==> config.mk <==
export PLATFORM = sky130hd
export DESIGN_NAME = snn_frame_loader
export DESIGN_NICKNAME = d
export VERILOG_FILES = /design/src/rtl/snn_frame_loader.sv
export SDC_FILE = /design/constraint.sdc
export NUM_CORES = 1
export LEC_CHECK = 0
export ABC_AREA = 1
export CAP_MARGIN = 20
export CORE_AREA = 2 2 486 488
export CTS_CLUSTER_DIAMETER = 30
export DETAILED_ROUTE_END_ITERATION = 7
export DIE_AREA = 0 0 488 490
export PLACE_DENSITY = 0.38
export RECOVER_POWER = 100
export SYNTH_ARGS = -nofsm -noshare
export SYNTH_HDL_FRONTEND = slang
export SYNTH_SLANG_ARGS = --single-unit
export TNS_END_PERCENT = 30
==> constraint.sdc <==
create_clock -name iCLK -period 2.9 [get_ports iCLK]
set_input_delay 0.58 -clock iCLK [delete_from_list [all_inputs] [get_ports iCLK]]
set_output_delay 0.58 -clock iCLK [all_outputs]
set_load 0.01 [all_outputs]
==> src/rtl/snn_frame_loader.sv <==
`default_nettype none
// ============================================================================
//  Module   : snn_frame_loader
//  Purpose  : Assembles paged mailbox words into a PIXELS-wide image register.
//             After the final page it issues a start pulse and a bounded
//             window of spike-clock enables, then latches the network output.
//             Pages that do not fit the image set a sticky overflow flag.
//  Revision : 1.0  initial release
// ----------------------------------------------------------------------------
//  Ports
//    iCLK        in   1          system clock
//    iRESETn     in   1          asynchronous active-low reset
//    iPAGE_DATA  in   PAGE_BITS  page, word k at [k*WORD_W +: WORD_W]
//    iNEXT       in   1          host page-valid level (asynchronous)
//    iFINISH     in   1          current page is the last of the frame
//    oACK        out  1          page accepted
//    oPIXELS     out  PIXELS     assembled image
//    oSTART      out  1          one-cycle network start pulse
//    oSPIKE_EN   out  1          spike clock enable
//    iNEURON     in   OUT_W      network outputs
//    oRESULT     out  OUT_W      latched result
//    oDONE       out  1          result valid
//    oBUSY       out  1          final page acknowledged, start or run
//    oOVERFLOW   out  1          sticky: page beyond capacity received
// ============================================================================
module snn_frame_loader #(
    parameter int WORD_W         = 32,
    parameter int WORDS_PER_PAGE = 14,
    parameter int PIXELS         = 800,
    parameter int RUN_CYCLES     = 16,
    parameter int OUT_W          = 2
) (
    input  logic                               iCLK,
    input  logic                               iRESETn,
    input  logic [WORD_W*WORDS_PER_PAGE-1:0]   iPAGE_DATA,
    input  logic                               iNEXT,
    input  logic                               iFINISH,
    output logic                               oACK,
    output logic [PIXELS-1:0]                  oPIXELS,
    output logic                               oSTART,
    output logic                               oSPIKE_EN,
    input  logic [OUT_W-1:0]                   iNEURON,
    output logic [OUT_W-1:0]                   oRESULT,
    output logic                               oDONE,
    output logic                               oBUSY,
    output logic                               oOVERFLOW
);

    localparam int PAGE_BITS = WORD_W * WORDS_PER_PAGE;
    localparam int NUM_PAGES = (PIXELS + PAGE_BITS - 1) / PAGE_BITS;
    localparam int PAGE_W    = $clog2(NUM_PAGES + 1);
    localparam int CNT_W     = $clog2(RUN_CYCLES + 1);

    localparam logic [PAGE_W-1:0] c_numPages  = PAGE_W'(NUM_PAGES);
    localparam logic [CNT_W-1:0]  c_runCycles = CNT_W'(RUN_CYCLES);
    localparam logic [CNT_W-1:0]  c_runLast   = CNT_W'(1);

    localparam logic [2:0] S_LOAD  = 3'd0;
    localparam logic [2:0] S_ACK   = 3'd1;
    localparam logic [2:0] S_START = 3'd2;
    localparam logic [2:0] S_RUN   = 3'd3;
    localparam logic [2:0] S_DONE  = 3'd4;

    logic [2:0]        r_state;
    logic [2:0]        w_stateNext;
    logic              r_nxtMeta;
    logic              r_nxtSync;
    logic [PAGE_W-1:0] r_pageIdx;
    logic              r_final;
    logic [CNT_W-1:0]  r_runCnt;
    logic [OUT_W-1:0]  r_acc;
    logic [OUT_W-1:0]  r_result;
    logic              r_ack;
    logic              r_done;
    logic              r_ovf;
    logic [PIXELS-1:0] r_pixels;
    logic [PIXELS-1:0] w_pixNext;
    logic [PAGE_W-1:0] w_page;
    logic              w_accept;
    logic              w_ackRelease;
    logic              w_runLast;

    // Two-flop synchroniser for the host's page-valid level.
    always_ff @(posedge iCLK or negedge iRESETn) begin
        if (!iRESETn) begin
            r_nxtMeta <= 1'b0;
            r_nxtSync <= 1'b0;
        end else begin
            r_nxtMeta <= iNEXT;
            r_nxtSync <= r_nxtMeta;
        end
    end

    // State register.
    always_ff @(posedge iCLK or negedge iRESETn) begin
        if (!iRESETn) begin
            r_state <= S_LOAD;
        end else begin
            r_state <= w_stateNext;
        end
    end

    // Next-state and control strobes.
    always_comb begin
        w_stateNext  = r_state;
        w_accept     = 1'b0;
        w_ackRelease = 1'b0;
        w_runLast    = 1'b0;
        case (r_state)
            S_LOAD, S_DONE: begin
                if (r_nxtSync) begin
                    w_accept    = 1'b1;
                    w_stateNext = S_ACK;
                end
            end
            S_ACK: begin
                if (!r_nxtSync) begin
                    w_ackRelease = 1'b1;
                    w_stateNext  = r_final ? S_START : S_LOAD;
                end
            end
            S_START: begin
                w_stateNext = S_RUN;
            end
            S_RUN: begin
                if (r_runCnt == c_runLast) begin
                    w_runLast   = 1'b1;
                    w_stateNext = S_DONE;
                end
            end
            default: begin
                w_stateNext = S_LOAD;
            end
        endcase
    end

    // An accept out of S_DONE opens a new frame, so it always targets page 0.
    assign w_page = (r_state == S_DONE) ? '0 : r_pageIdx;

    // Per-pixel next value: take the page bit when this pixel belongs to the
    // page being accepted, clear it when page 0 opens a frame, else hold.
    // Pages at or beyond capacity match no pixel and are discarded.
    for (genvar i = 0; i < PIXELS; i++) begin : g_pix
        localparam int                PG   = i / PAGE_BITS;
        localparam int                BT   = i % PAGE_BITS;
        localparam logic [PAGE_W-1:0] c_pg = PAGE_W'(PG);
        assign w_pixNext[i] = (w_page == c_pg) ? iPAGE_DATA[BT] :
                              ((w_page == '0) ? 1'b0 : r_pixels[i]);
    end

    // Datapath registers.
    always_ff @(posedge iCLK or negedge iRESETn) begin
        if (!iRESETn) begin
            r_pixels  <= '0;
            r_pageIdx <= '0;
            r_final   <= 1'b0;
            r_ack     <= 1'b0;
            r_done    <= 1'b0;
            r_ovf     <= 1'b0;
            r_runCnt  <= '0;
            r_acc     <= '0;
            r_result  <= '0;
        end else begin
            if (w_accept) begin
                r_pixels <= w_pixNext;
                if (w_page >= c_numPages) begin
                    r_ovf <= 1'b1;
                end
                r_pageIdx <= (w_page < c_numPages) ? (w_page + 1'b1) : w_page;
                r_final   <= iFINISH;
                r_ack     <= 1'b1;
                r_done    <= 1'b0;
            end
            if (w_ackRelease) begin
                r_ack <= 1'b0;
                if (r_final) begin
                    r_pageIdx <= '0;
                end
            end
            if (r_state == S_START) begin
                r_result <= '0;
                r_acc    <= '0;
                r_runCnt <= c_runCycles;
            end
            if (r_state == S_RUN) begin
                r_acc    <= r_acc | iNEURON;
                r_runCnt <= r_runCnt - 1'b1;
                // Fold in the last enable cycle's sample directly.
                if (w_runLast) begin
                    r_result <= r_acc | iNEURON;
                    r_done   <= 1'b1;
                end
            end
        end
    end

    // Decoded from the state register so reset removes them immediately.
    assign oSTART    = (r_state == S_START);
    assign oSPIKE_EN = (r_state == S_RUN);
    assign oBUSY     = ((r_state == S_ACK) && r_final) || (r_state == S_START) ||
                       (r_state == S_RUN);
    assign oACK      = r_ack;
    assign oPIXELS   = r_pixels;
    assign oRESULT   = r_result;
    assign oDONE     = r_done;
    assign oOVERFLOW = r_ovf;

endmodule
`default_nettype wire

==> results.cfg <==
[timing]
clock_skew_ns = 0.0682
worst_hold_slack_ns = 0.220
period_needed_ns = 2.75
final-setup-viol-count = 0
slew_headroom = -0.203
finalHoldViolations = 0
tns_ns = 0
fmax_mhz = 364
slew_violations = 240
rsz0062_at_grt = false
tightestPinTransition_ns = 1.81
finalCritPeriodShare = 0.947

[cells_and_area]
fillers = 25200
final_util = 0.252
ff_latch_area_um2 = 20500
final_design_area_no_fill_um2 = 59000
area_growth_pct = 77.3
drive_gt1_frac = 0.102
multi_input_area_um2 = 9990
final_common_cell = nand2_1
layout_common_cells = nand2_1 (930), dfrtp_1 (820), o21ai_0 (808)
final_nets = 5442

[setup_path]
end_kind = output port
worstPathRequired_ns = 2.32
cp.arrival_ns = 2.17
reg2reg_from = r_state[0]
critPathMaxStageDelay_ns = 0.94
critical_path_class = flop to output port
cp_max_fo = 2
crit_chain = dlygate4sd3_1
ff2ff_path_depth = 8
path_buf_inv = 1
rr_endpoint = oPIXELS[213]
crit_slowest_cell = dlygate4sd3_1
cp_top_family = buffers and inverters
r2r_slack_ns = 0.26
startpoint_type = flop

[clock_tree]
cts_tree = built
h-tree-depth = 5
worstSkewPairLatency_ns = 0.88
root_buffer = clkbuf_16
cts_buffers = 292
clock_sinks = 820
clkTransAtPathRegs_ns = 0.04
clockBufferDepth = 4
post_cts_buffers = 0

[die]
std_cell_rows = 178
die-area_um2 = 239000
die_y_um = 490
ioPinCount = 1262
core_area_um2 = 234000
start_util = 0.142
die_w_um = 488

[power]
cellLeakagePower_nw = 26.2
powerDensity_nw_per_um2 = 1300
ir_worst_vdd_v = 0.000666

[logic_synthesis]
syn-cell-area_um2 = 33300
synthDistinctLibCells = 23
syn_nets = 4076
yosysSeqAreaShare = 0.617
yosysTopAreaCell = dfrtp_1
avgSynthCellArea_um2 = 9.20
synth_top_area_share = 0.617
ys_ff_latch = 820
yosys_warnings = 0
netlist_instances = 3618
synthTopCellsByArea = dfrtp_1 (62%), o21ai_0 (11%), nand2_1 (11%), nand4_1 (6.7%), inv_1 (4.1%)

[grt]
grt_pass1_vias = 34700
grt_overflow_total = 0
grt_max_degree = 156
antenna_found_initial = 45
grt_pass1_wl_mm = 274
grt_usage = 0.160

[routing]
drt-initial-drc-count = 1943
ant_nets = 0
routed_wirelength_mm = 197
via_count = 32700
drt_pass1_iterations = 5
viasPerCell = 3.91
drc = 0
routedWlPerCell_um = 23.5

[run_status]
status = finished with violations
violations = max-capacitance violations, max-slew violations

[placement]
hpwl_mm = 144
gp_congestion = 0.840
placed_cell_area_um2 = 49800
io_buffers = 1261

[flow_run]
drv_cap = 6

[worst_hold_path]
hold_end = oPIXELS[361]
hold_path_depth = 3
hp-start = iPAGE_DATA[361]
hold_path.class = primary input to flop
## where the power goes
group	leakage, nW	internal, W	total, W	switching, W
Sequential	10.5	0.0170	0.0201	0.00309
Combinational	11.1	0.0106	0.0271	0.0165
Clock	4.63	0.0210	0.0296	0.00859
## cell usage after synthesis (all sizes together)
master and n:
a21oi 2, buf 192, clkbuf 111, dfrtp 820, ha 4, inv 368, nand2 934, nand3 7
nand4 355, nor2 12, nor3 1, o21ai 809, o21bai 1, o22ai 2
## worst max path at each step
stage / endpoint / cells after the start / slack (ns) / from
2_1_floorplan: oPIXELS[17] / 13 / 0.68 / r_state[0]
3_3_place_gp: oPIXELS[279] / 9 / 0.45 / r_state[0]
3_5_place_dp: oPIXELS[290] / 9 / 0.43 / r_state[0]
4_1_cts: oSTART / 5 / -0.10 / r_state[1]
5_1_grt: oPIXELS[77] / 10 / 0.04 / r_state[0]
6_report: oPIXELS[19] / 1 / 0.15 / oPIXELS[19]
## through the flow
| step | std cells | total power, W | setup slack (ns) |
|---|---|---|---|
| finish | 8360 | 0.0768 | 0.153 |
| global route | 8350 | 0.0813 | 0.0389 |
| CTS | 8337 | 0.0806 | -0.101 |
| detailed placement | 7839 | 0.0501 | 0.431 |
| global placement | 7839 | 0.0502 | 0.454 |
| floorplan | 3618 | 0.0303 | 0.678 |
## final cells by class
| class | instances | area share |
|---|---|---|
| well taps | 3150 | 0.0668 |
| flip-flops and latches | 820 | 0.348 |
| clock inverters | 78 | 0.0142 |
| diodes | 23 | 0.000976 |
| inverters | 368 | 0.0235 |
| multi-input cells | 2127 | 0.169 |
| repair buffers | 1375 | 0.233 |
| clock buffers | 419 | 0.144 |
## repair_timing
item,4_1_cts,5_1_grt
hold endpoints to repair,18,0
resized for setup,4,5
setup endpoints to repair,3,2
hold buffers,1,0
## registers in the layout, indices dropped and copies added, names as in the netlist
name       cells
oPIXELS      800
oRESULT        2
r_nxtMeta      1
r_acc          2
oOVERFLOW      1
r_state        3
oDONE          1
oACK           1
r_pageIdx      2
r_final        1
r_nxtSync      1
r_runCnt       5
## metal layers
metal | global-route usage | vias up | share of wire
met5 | 0 | - | 0.00094
met4 | 0.0797 | 28 | 0.048
met3 | 0.0724 | 390 | 0.11
met2 | 0.249 | 1511 | 0.45
met1 | 0.183 | 15900 | 0.39
li1 | - | 14800 | -
## kinds of logic after synthesis
family,count (synthesis),share of synthesized area
adder cells (fa/ha/maj),4,0.00150
flip-flops,820,0.617
AND/OR/NAND/NOR,1309,0.175
AO/OA/AOI/OAI,814,0.123
buffers and inverters,671,0.0836
(Power assumes the default switching activity.)
